$ cat src/rtl/voice_allocator_pkg.sv
// -----------------------------------------------------------------------------
// voice_allocator_pkg
// Shared types and constants for the polyphonic voice allocator.
//   VOICE_COUNT      default number of voices / envelopes driven
//   VOICE_AGE_WIDTH  width of a per-voice age counter at VOICE_COUNT
//   voice_state_t    per-voice lifecycle: FREE -> HELD -> RELEASING -> FREE
//   note_event_t     one decoded MIDI note event
//   sat_inc16        saturating 16-bit increment used by the drop counter
// -----------------------------------------------------------------------------
package voice_allocator_pkg;

    localparam int VOICE_COUNT     = 8;
    localparam int NOTE_W          = 7;
    localparam int VOICE_AGE_WIDTH = $clog2(VOICE_COUNT);

    typedef enum logic [1:0] {
        FREE      = 2'd0,
        HELD      = 2'd1,
        RELEASING = 2'd2
    } voice_state_t;

    typedef struct packed {
        logic              is_on;
        logic [NOTE_W-1:0] note;
        logic [NOTE_W-1:0] velocity;
    } note_event_t;

    // Counter that sticks at all-ones instead of wrapping.
    function automatic logic [15:0] sat_inc16(input logic [15:0] value);
        logic [15:0] result;
        if (value == 16'hFFFF) begin
            result = value;
        end else begin
            result = value + 16'd1;
        end
        return result;
    endfunction

endpackage

$ cat src/rtl/voice_picker.sv
// -----------------------------------------------------------------------------
// voice_picker
// Combinational selector over a per-voice candidate mask.
//   MODE 0: index of the lowest-index set bit of mask.
//   MODE 1: index of the candidate with the largest age, ties going to the
//           lowest index.
// Ports:
//   mask   in  VOICES       candidate voices
//   ages   in  VOICES x AW  per-voice age (only consulted in MODE 1)
//   found  out 1            at least one candidate present
//   index  out AW           selected voice (0 when nothing found)
// -----------------------------------------------------------------------------
module voice_picker #(
    parameter int VOICES = 8,
    parameter int AW     = $clog2(VOICES),
    parameter bit MODE   = 1'b0
) (
    input  logic [VOICES-1:0]         mask,
    input  logic [VOICES-1:0][AW-1:0] ages,
    output logic                      found,
    output logic [AW-1:0]             index
);

    logic [AW-1:0] best_age_s;

    // Scan upward; a later candidate only replaces the current pick when it is
    // strictly older, which gives the lowest-index tie-break for free.
    always_comb begin
        found      = 1'b0;
        index      = {AW{1'b0}};
        best_age_s = {AW{1'b0}};
        for (int i = 0; i < VOICES; i++) begin
            if (mask[i] && (!found || (MODE && (ages[i] > best_age_s)))) begin
                found      = 1'b1;
                index      = AW'(i);
                best_age_s = ages[i];
            end else begin
                best_age_s = best_age_s;
            end
        end
    end

endmodule

$ cat src/rtl/voice_allocator.sv
// -----------------------------------------------------------------------------
// voice_allocator
// Turns note-on/note-off events into per-voice envelope strobes and tracks the
// lifecycle of each voice (FREE / HELD / RELEASING).
//
// Build option: define VOICE_STEAL_EN to steal the oldest RELEASING (else the
// oldest HELD) voice when a note-on finds no FREE voice. Without it such a
// note-on is dropped and counted in dropped_count.
//
// Ports:
//   clock_50_000_000    in   system clock
//   reset_l             in   asynchronous active-low reset
//   event_valid/ready   in/out  event handshake, one event per two cycles
//   event_is_on         in   1 = note-on, 0 = note-off
//   event_note          in   MIDI note number
//   event_velocity      in   velocity; 0 on a note-on means note-off
//   voice_note_on       out  one-cycle per-voice note_on strobe
//   voice_note_off      out  one-cycle per-voice note_off strobe
//   voice_envelope_end  in   per-voice end-of-release from the envelopes
//   voice_note          out  note held by each voice
//   voice_velocity      out  velocity held by each voice
//   voice_state         out  per-voice voice_state_t (debug)
//   active_count        out  number of non-FREE voices
//   dropped_count       out  saturating count of discarded note-ons
// -----------------------------------------------------------------------------
module voice_allocator
    import voice_allocator_pkg::*;
#(
    parameter int VOICES     = VOICE_COUNT,
    parameter int NOTE_WIDTH = 7
) (
    input  logic                                clock_50_000_000,
    input  logic                                reset_l,
    input  logic                                event_valid,
    output logic                                event_ready,
    input  logic                                event_is_on,
    input  logic [NOTE_WIDTH-1:0]               event_note,
    input  logic [NOTE_WIDTH-1:0]               event_velocity,
    output logic [VOICES-1:0]                   voice_note_on,
    output logic [VOICES-1:0]                   voice_note_off,
    input  logic [VOICES-1:0]                   voice_envelope_end,
    output logic [VOICES-1:0][NOTE_WIDTH-1:0]   voice_note,
    output logic [VOICES-1:0][NOTE_WIDTH-1:0]   voice_velocity,
    output logic [VOICES-1:0][1:0]              voice_state,
    output logic [$clog2(VOICES):0]             active_count,
    output logic [15:0]                         dropped_count
);

    localparam int AW = $clog2(VOICES);
    localparam int CW = AW + 1;
    localparam logic [AW-1:0]     AGE_MAX = AW'(VOICES - 1);
    localparam logic [VOICES-1:0] ONE_HOT0 = {{(VOICES-1){1'b0}}, 1'b1};

    // Registered state
    voice_state_t                           state_q [VOICES];
    voice_state_t                           state_d [VOICES];
    logic [VOICES-1:0][AW-1:0]              age_q, age_d;
    logic [VOICES-1:0][NOTE_WIDTH-1:0]      note_q, note_d;
    logic [VOICES-1:0][NOTE_WIDTH-1:0]      vel_q, vel_d;
    logic [VOICES-1:0]                      note_on_q, note_on_d;
    logic [VOICES-1:0]                      note_off_q, note_off_d;
    logic [CW-1:0]                          active_q, active_d;
    logic [15:0]                            dropped_q, dropped_d;
    logic                                   ready_q, ready_d;

    // Decision signals
    logic                                   accept_s;
    logic                                   note_on_evt_s;
    logic [VOICES-1:0]                      free_mask_s;
    logic [VOICES-1:0]                      match_mask_s;
    logic                                   free_found_s, match_found_s;
    logic [AW-1:0]                          free_idx_s, match_idx_s;
    logic                                   take_found_s;
    logic [AW-1:0]                          take_idx_s;
    logic [VOICES-1:0]                      take_oh_s, match_oh_s;

    assign accept_s      = event_valid && ready_q;
    assign note_on_evt_s = event_is_on && (event_velocity != {NOTE_WIDTH{1'b0}});

    // Candidate masks from the pre-edge state: a voice retiring on this edge
    // is still RELEASING here, so it is never offered as FREE.
    always_comb begin
        free_mask_s  = {VOICES{1'b0}};
        match_mask_s = {VOICES{1'b0}};
        for (int i = 0; i < VOICES; i++) begin
            free_mask_s[i]  = (state_q[i] == FREE);
            match_mask_s[i] = (state_q[i] == HELD) && (note_q[i] == event_note);
        end
    end

    voice_picker #(.VOICES(VOICES), .AW(AW), .MODE(1'b0)) u_free_pick (
        .mask  (free_mask_s),
        .ages  (age_q),
        .found (free_found_s),
        .index (free_idx_s)
    );

    voice_picker #(.VOICES(VOICES), .AW(AW), .MODE(1'b0)) u_match_pick (
        .mask  (match_mask_s),
        .ages  (age_q),
        .found (match_found_s),
        .index (match_idx_s)
    );

`ifdef VOICE_STEAL_EN
    logic [VOICES-1:0] rel_mask_s, held_mask_s;
    logic              rel_found_s, held_found_s;
    logic [AW-1:0]     rel_idx_s, held_idx_s;

    // Steal candidates, split so RELEASING voices are preferred over HELD ones.
    always_comb begin
        rel_mask_s  = {VOICES{1'b0}};
        held_mask_s = {VOICES{1'b0}};
        for (int i = 0; i < VOICES; i++) begin
            rel_mask_s[i]  = (state_q[i] == RELEASING);
            held_mask_s[i] = (state_q[i] == HELD);
        end
    end

    voice_picker #(.VOICES(VOICES), .AW(AW), .MODE(1'b1)) u_steal_rel_pick (
        .mask  (rel_mask_s),
        .ages  (age_q),
        .found (rel_found_s),
        .index (rel_idx_s)
    );

    voice_picker #(.VOICES(VOICES), .AW(AW), .MODE(1'b1)) u_steal_held_pick (
        .mask  (held_mask_s),
        .ages  (age_q),
        .found (held_found_s),
        .index (held_idx_s)
    );
`endif

    // Note-on target priority: retrigger same note, then a free voice, then steal.
    always_comb begin
        take_found_s = 1'b0;
        take_idx_s   = {AW{1'b0}};
        if (match_found_s) begin
            take_found_s = 1'b1;
            take_idx_s   = match_idx_s;
        end else if (free_found_s) begin
            take_found_s = 1'b1;
            take_idx_s   = free_idx_s;
`ifdef VOICE_STEAL_EN
        end else if (rel_found_s) begin
            take_found_s = 1'b1;
            take_idx_s   = rel_idx_s;
        end else if (held_found_s) begin
            take_found_s = 1'b1;
            take_idx_s   = held_idx_s;
`endif
        end else begin
            take_found_s = 1'b0;
            take_idx_s   = {AW{1'b0}};
        end
    end

    assign take_oh_s  = take_found_s  ? (ONE_HOT0 << take_idx_s)  : {VOICES{1'b0}};
    assign match_oh_s = match_found_s ? (ONE_HOT0 << match_idx_s) : {VOICES{1'b0}};

    // Next-state: retire finished envelopes first, then apply the accepted
    // event on top, so an event aimed at a retiring voice leaves it HELD.
    always_comb begin
        state_d    = state_q;
        age_d      = age_q;
        note_d     = note_q;
        vel_d      = vel_q;
        note_on_d  = {VOICES{1'b0}};
        note_off_d = {VOICES{1'b0}};
        dropped_d  = dropped_q;
        ready_d    = !accept_s;

        for (int i = 0; i < VOICES; i++) begin
            if (voice_envelope_end[i] && (state_q[i] == RELEASING)) begin
                state_d[i] = FREE;
                age_d[i]   = {AW{1'b0}};
            end else begin
                state_d[i] = state_d[i];
            end
        end

        if (accept_s && note_on_evt_s) begin
            if (take_found_s) begin
                for (int i = 0; i < VOICES; i++) begin
                    if (take_oh_s[i]) begin
                        state_d[i]   = HELD;
                        age_d[i]     = {AW{1'b0}};
                        note_d[i]    = event_note;
                        vel_d[i]     = event_velocity;
                        note_on_d[i] = 1'b1;
                    end else if ((state_d[i] != FREE) && (age_d[i] != AGE_MAX)) begin
                        age_d[i] = age_d[i] + AW'(1'b1);
                    end else begin
                        age_d[i] = age_d[i];
                    end
                end
            end else begin
                dropped_d = sat_inc16(dropped_q);
            end
        end else if (accept_s) begin
            for (int i = 0; i < VOICES; i++) begin
                if (match_oh_s[i]) begin
                    state_d[i]    = RELEASING;
                    note_off_d[i] = 1'b1;
                end else begin
                    state_d[i] = state_d[i];
                end
            end
        end else begin
            dropped_d = dropped_q;
        end
    end

    // Occupancy of the post-edge state.
    always_comb begin
        active_d = {CW{1'b0}};
        for (int i = 0; i < VOICES; i++) begin
            if (state_d[i] != FREE) begin
                active_d = active_d + CW'(1'b1);
            end else begin
                active_d = active_d;
            end
        end
    end

    // State and output registers; reset cancels any strobe in flight.
    always_ff @(posedge clock_50_000_000 or negedge reset_l) begin
        if (!reset_l) begin
            for (int i = 0; i < VOICES; i++) begin
                state_q[i] <= FREE;
            end
            age_q      <= {(VOICES*AW){1'b0}};
            note_q     <= {(VOICES*NOTE_WIDTH){1'b0}};
            vel_q      <= {(VOICES*NOTE_WIDTH){1'b0}};
            note_on_q  <= {VOICES{1'b0}};
            note_off_q <= {VOICES{1'b0}};
            active_q   <= {CW{1'b0}};
            dropped_q  <= 16'd0;
            ready_q    <= 1'b0;
        end else begin
            for (int i = 0; i < VOICES; i++) begin
                state_q[i] <= state_d[i];
            end
            age_q      <= age_d;
            note_q     <= note_d;
            vel_q      <= vel_d;
            note_on_q  <= note_on_d;
            note_off_q <= note_off_d;
            active_q   <= active_d;
            dropped_q  <= dropped_d;
            ready_q    <= ready_d;
        end
    end

    // Debug view of the per-voice state.
    always_comb begin
        voice_state = {(VOICES*2){1'b0}};
        for (int i = 0; i < VOICES; i++) begin
            voice_state[i] = state_q[i];
        end
    end

    assign event_ready    = ready_q;
    assign voice_note_on  = note_on_q;
    assign voice_note_off = note_off_q;
    assign voice_note     = note_q;
    assign voice_velocity = vel_q;
    assign active_count   = active_q;
    assign dropped_count  = dropped_q;

endmodule

$ cat config.mk
export PLATFORM = sky130hd
export DESIGN_NAME = voice_allocator
export DESIGN_NICKNAME = d
export VERILOG_FILES = /design/src/rtl/voice_allocator_pkg.sv /design/src/rtl/voice_picker.sv /design/src/rtl/voice_allocator.sv
export SDC_FILE = /design/constraint.sdc
export NUM_CORES = 1
export LEC_CHECK = 0
export CORE_MARGIN = 2
export CORE_UTILIZATION = 50
export CTS_CLUSTER_SIZE = 30
export DETAILED_ROUTE_END_ITERATION = 7
export PLACE_DENSITY = 0.8
export SLEW_MARGIN = 20
export SYNTH_ARGS = -nofsm -noshare
export SYNTH_HDL_FRONTEND = slang
export SYNTH_SLANG_ARGS = --single-unit
$ cat constraint.sdc
create_clock -name clock_50_000_000 -period 5.3 [get_ports clock_50_000_000]
set_input_delay 0.53 -clock clock_50_000_000 [delete_from_list [all_inputs] [get_ports clock_50_000_000]]
set_output_delay 0.53 -clock clock_50_000_000 [all_outputs]
set_load 0.02 [all_outputs]
==> results by group <==
CTS
  – CTS sink cnt: 165
  – # hold bufs at CTS: 0
  – Clk root buf: clkbuf_16
  – CTS Buf Count: 17
  – H-tree depth: 4
  – Worst skew pair latency: 0.44 ns
  – CTS tree: done
  – CTS clock-pin slew for the worst setup and hold paths: 0.07 ns
  – CTS Buffer Depth: 2

Timing
  – Rel. slew slack: 39.2%
  – Final Skew: 0.0123 ns
  – Worst slew pin tran: 0.909 ns
  – Slew Viols, Final: 0
  – Final Cycle Share: 95.6%
  – Final Hold Viols: 0
  – Endpoints failing setup: 0
  – Max Freq: 0.197 GHz
  – Period minus WS final: 5.07 ns

Power and ir drop
  – Comb pwr share: 55.7%
  – P_sw: 0.00300 W
  – Sw Ratio: 41.3%
  – Power per cell area: 627 nW/um^2
  – Clock power frac: 17.0%
  – Maximum vdd drop: 360 uV
  – Tot Pwr: 0.00726 W
  – Leakage power: 5.65 nW
  – Int Pwr: 0.00426 W
  – Seq pwr share: 27.4%

Final layout
  – Sequential cell area: 4130 um^2
  – Multi-input gate area: 3810 um^2
  – Fillers: 1155
  – Share of cells above drive strength 1: 18.9%
  – Leading cell type in the layout, fill and taps excluded: nand2_1
  – Diode count: 0
  – Synthesis-to-finish area growth: 42.4%
  – Final Non-Filler Cells: 1336
  – Most frequent cells in the layout: nand2_1 (279), clkdlybuf4s50_1 (183), dfrtp_1 (165)
  – Fin nets: 1140

Routing
  – Antenna Violating Nets Remaining: 0
  – First-pass DRT Iterations: 5
  – Iter 0 DRT Violations: 578
  – DR DRC count: 0
  – DR vias: 7114
  – Avg WL per Cell: 18.7 um
  – Via-per-instance ratio: 5.32
  – Routed wire length: 24.9 mm

Yosys
  – Syn avg cell area: 9.60 um^2
  – EDFF count, synth: 0
  – YS warnings: 0
  – Synth cell types: 62
  – Sequential share of the synthesized area: 50.8%
  – Post-Syn Nets: 880
  – Main synth FF type: dfrtp_1
  – Yosys reg bits: 165
  – Cell area after synthesis: 8130 um^2
  – Syn Inst Count: 847
  – Asr flop ratio synth: 100%

Worst setup path
  – Critical Path End Type: register
  – Critical Path Source Type: input port
  – Critical Path AT: 5.38 ns
  – Setup CP Type: in2reg
  – Crit path max-delay cell type: clkdlybuf4s50_1
  – Required @ worst endpoint: 5.61 ns
  – CP peak stage delay: 0.47 ns
  – Worst R2R Path Depth: 26
  – Most frequent cell on the critical path: nand2_1
  – CP max FO: 5

Place
  – Placed cell count: 1292
  – Buffers on Ports: 190
  – GPL Wtd Cong: 0.974
  – DP HPWL: 17.9 mm

Global route
  – First-pass GRT wire length: 38.5 mm
  – Vias in the first global route: 6855
  – Pin count of the biggest net entering global routing: 81
  – Initial antenna violation count: 0
  – GRT overflow: 0
  – Global Route Usage Sum: 28.6%

Floorplanning
  – Die Y: 132 um
  – Io pins: 191
  – Die area: 17300 um^2
  – Rows: 46
  – Core ar.: 15900 um^2
  – Initial Util: 51.2%
  – Die width: 132 um

Outcome
  – Status: finished, final reports clean

Hold path
  – HP Class: in2async

Run
  – Max cap viols: 0
flip-flops by register name (all words and copies together) (netlist names):
name,cells
dropped_count,16
voice_note_on,8
event_ready,1
voice_state,16
active_count,4
voice_note,56
voice_note_off,8
voice_velocity,56
power by group through the flow:
stage | sequential [W] | combinational [W] | clock (W)
after global routing | 0.00203 | 0.00433 | 0.00131
after detailed placement | 0.00199 | 0.00374 | 0
after floorplan | 0.00240 | 0.00167 | 0
after global placement | 0.00199 | 0.00366 | 0
after CTS | 0.00198 | 0.00376 | 0.00125
final | 0.00199 | 0.00404 | 0.00123
cells by family after synthesis:
logic type | count (synthesis) | synth area share [%]
and+or+nand+nor | 396 | 21.4
DFF | 165 | 50.8
xor gates and xnor gates | 87 | 9.37
AOI/OAI and AO/OA | 77 | 6.96
buffers and inverters | 72 | 4.42
muxes | 43 | 5.96
adders and majority gates | 7 | 1.08
critical path, delay by kind of cell:
kind                     cells  cell delay, ns
XOR/XNOR                     1            0.11
adder cells (fa/ha/maj)      4            1.06
AO/OA/AOI/OAI                8            1.33
buffers and inverters        3            0.66
AND/OR/NAND/NOR             12            1.66
path summary, 6_finish.rpt:
kind                           slack [ns]                  to                from
hold / removal                       0.13    dropped_count[5]             reset_l
min in group clock_50_000_000        0.47  voice_velocity[47]  voice_velocity[47]
hold reg to reg                      0.47  voice_velocity[47]  voice_velocity[47]
setup / recovery                     0.23     active_count[1]       event_note[2]
setup reg to reg                     0.28     active_count[1]      voice_note[45]
max in group asynchronous            3.98  voice_velocity[30]             reset_l
cells in the mapped netlist (all sizes together) (2+ instances only):
cell type,n,area (um^2)
a211oi,4,35.0
a21boi,3,22.5
a21o,4,30.0
a21oi,13,65.1
a22oi,2,15.0
a311oi,2,30.0
and2,4,27.5
and3,5,31.3
and4,4,35.0
buf,28,193
clkbuf,15,57.6
dfrtp,165,4130
ha,7,87.6
inv,29,109
mux2,43,484
nand2,281,1050
nand2b,3,18.8
nand3,16,80.1
nand3b,4,30.0
nand4,16,106
nor2,26,97.6
nor2b,4,25.0
nor3,9,45.0
nor3b,7,52.6
nor4,9,62.6
o211ai,2,15.0
o21ai,17,88.8
o221ai,2,17.5
o22ai,10,68.8
o31ai,2,15.0
o32a,2,20.0
or2,3,18.8
or4,3,33.8
xnor2,47,412
xor2,40,350
metal layers:
layer	track usage, %	up-vias	routed length, um
met5	0	-	0
met4	10.6	0	741
li1	-	3311	-
met1	38.8	3459	10700
met2	45.0	294	11800
met3	6.52	50	1730
what timing repair did:
action                                 CTS  global route
setup buffers                            0            11
setup endpoints to repair                0             3
endpoints found under the hold margin    0             0
resized for setup                        0            36
through the flow:
step | hold WS, ns | TNS, ns | instance area [um^2] | utilization [%] | worst slack, ns
2_1_floorplan | 0.234 | 0 | 8130 | - | 0.115
3_3_place_gp | 0.450 | -0.757 | 10700 | 67.4 | -0.286
3_5_place_dp | 0.454 | -1.10 | 10700 | 67.4 | -0.398
4_1_cts | 0.145 | 0 | 11300 | 71.1 | 0.00327
5_1_grt | 0.189 | -0.0901 | 11600 | 72.9 | -0.0483
6_report | 0.126 | 0 | 11600 | 72.9 | 0.235
layout make-up:
type,instances,share of cell area (%)
Sequential cell,165,35.7
Multi-Input combinational cell,610,32.9
Timing Repair Buffer,284,23.1
Clock buffer,17,3.67
Tap cell,216,2.33
Clock inverter,15,1.42
Inverter,29,0.940
No activity file was read; power rests on OpenSTA's default activity.
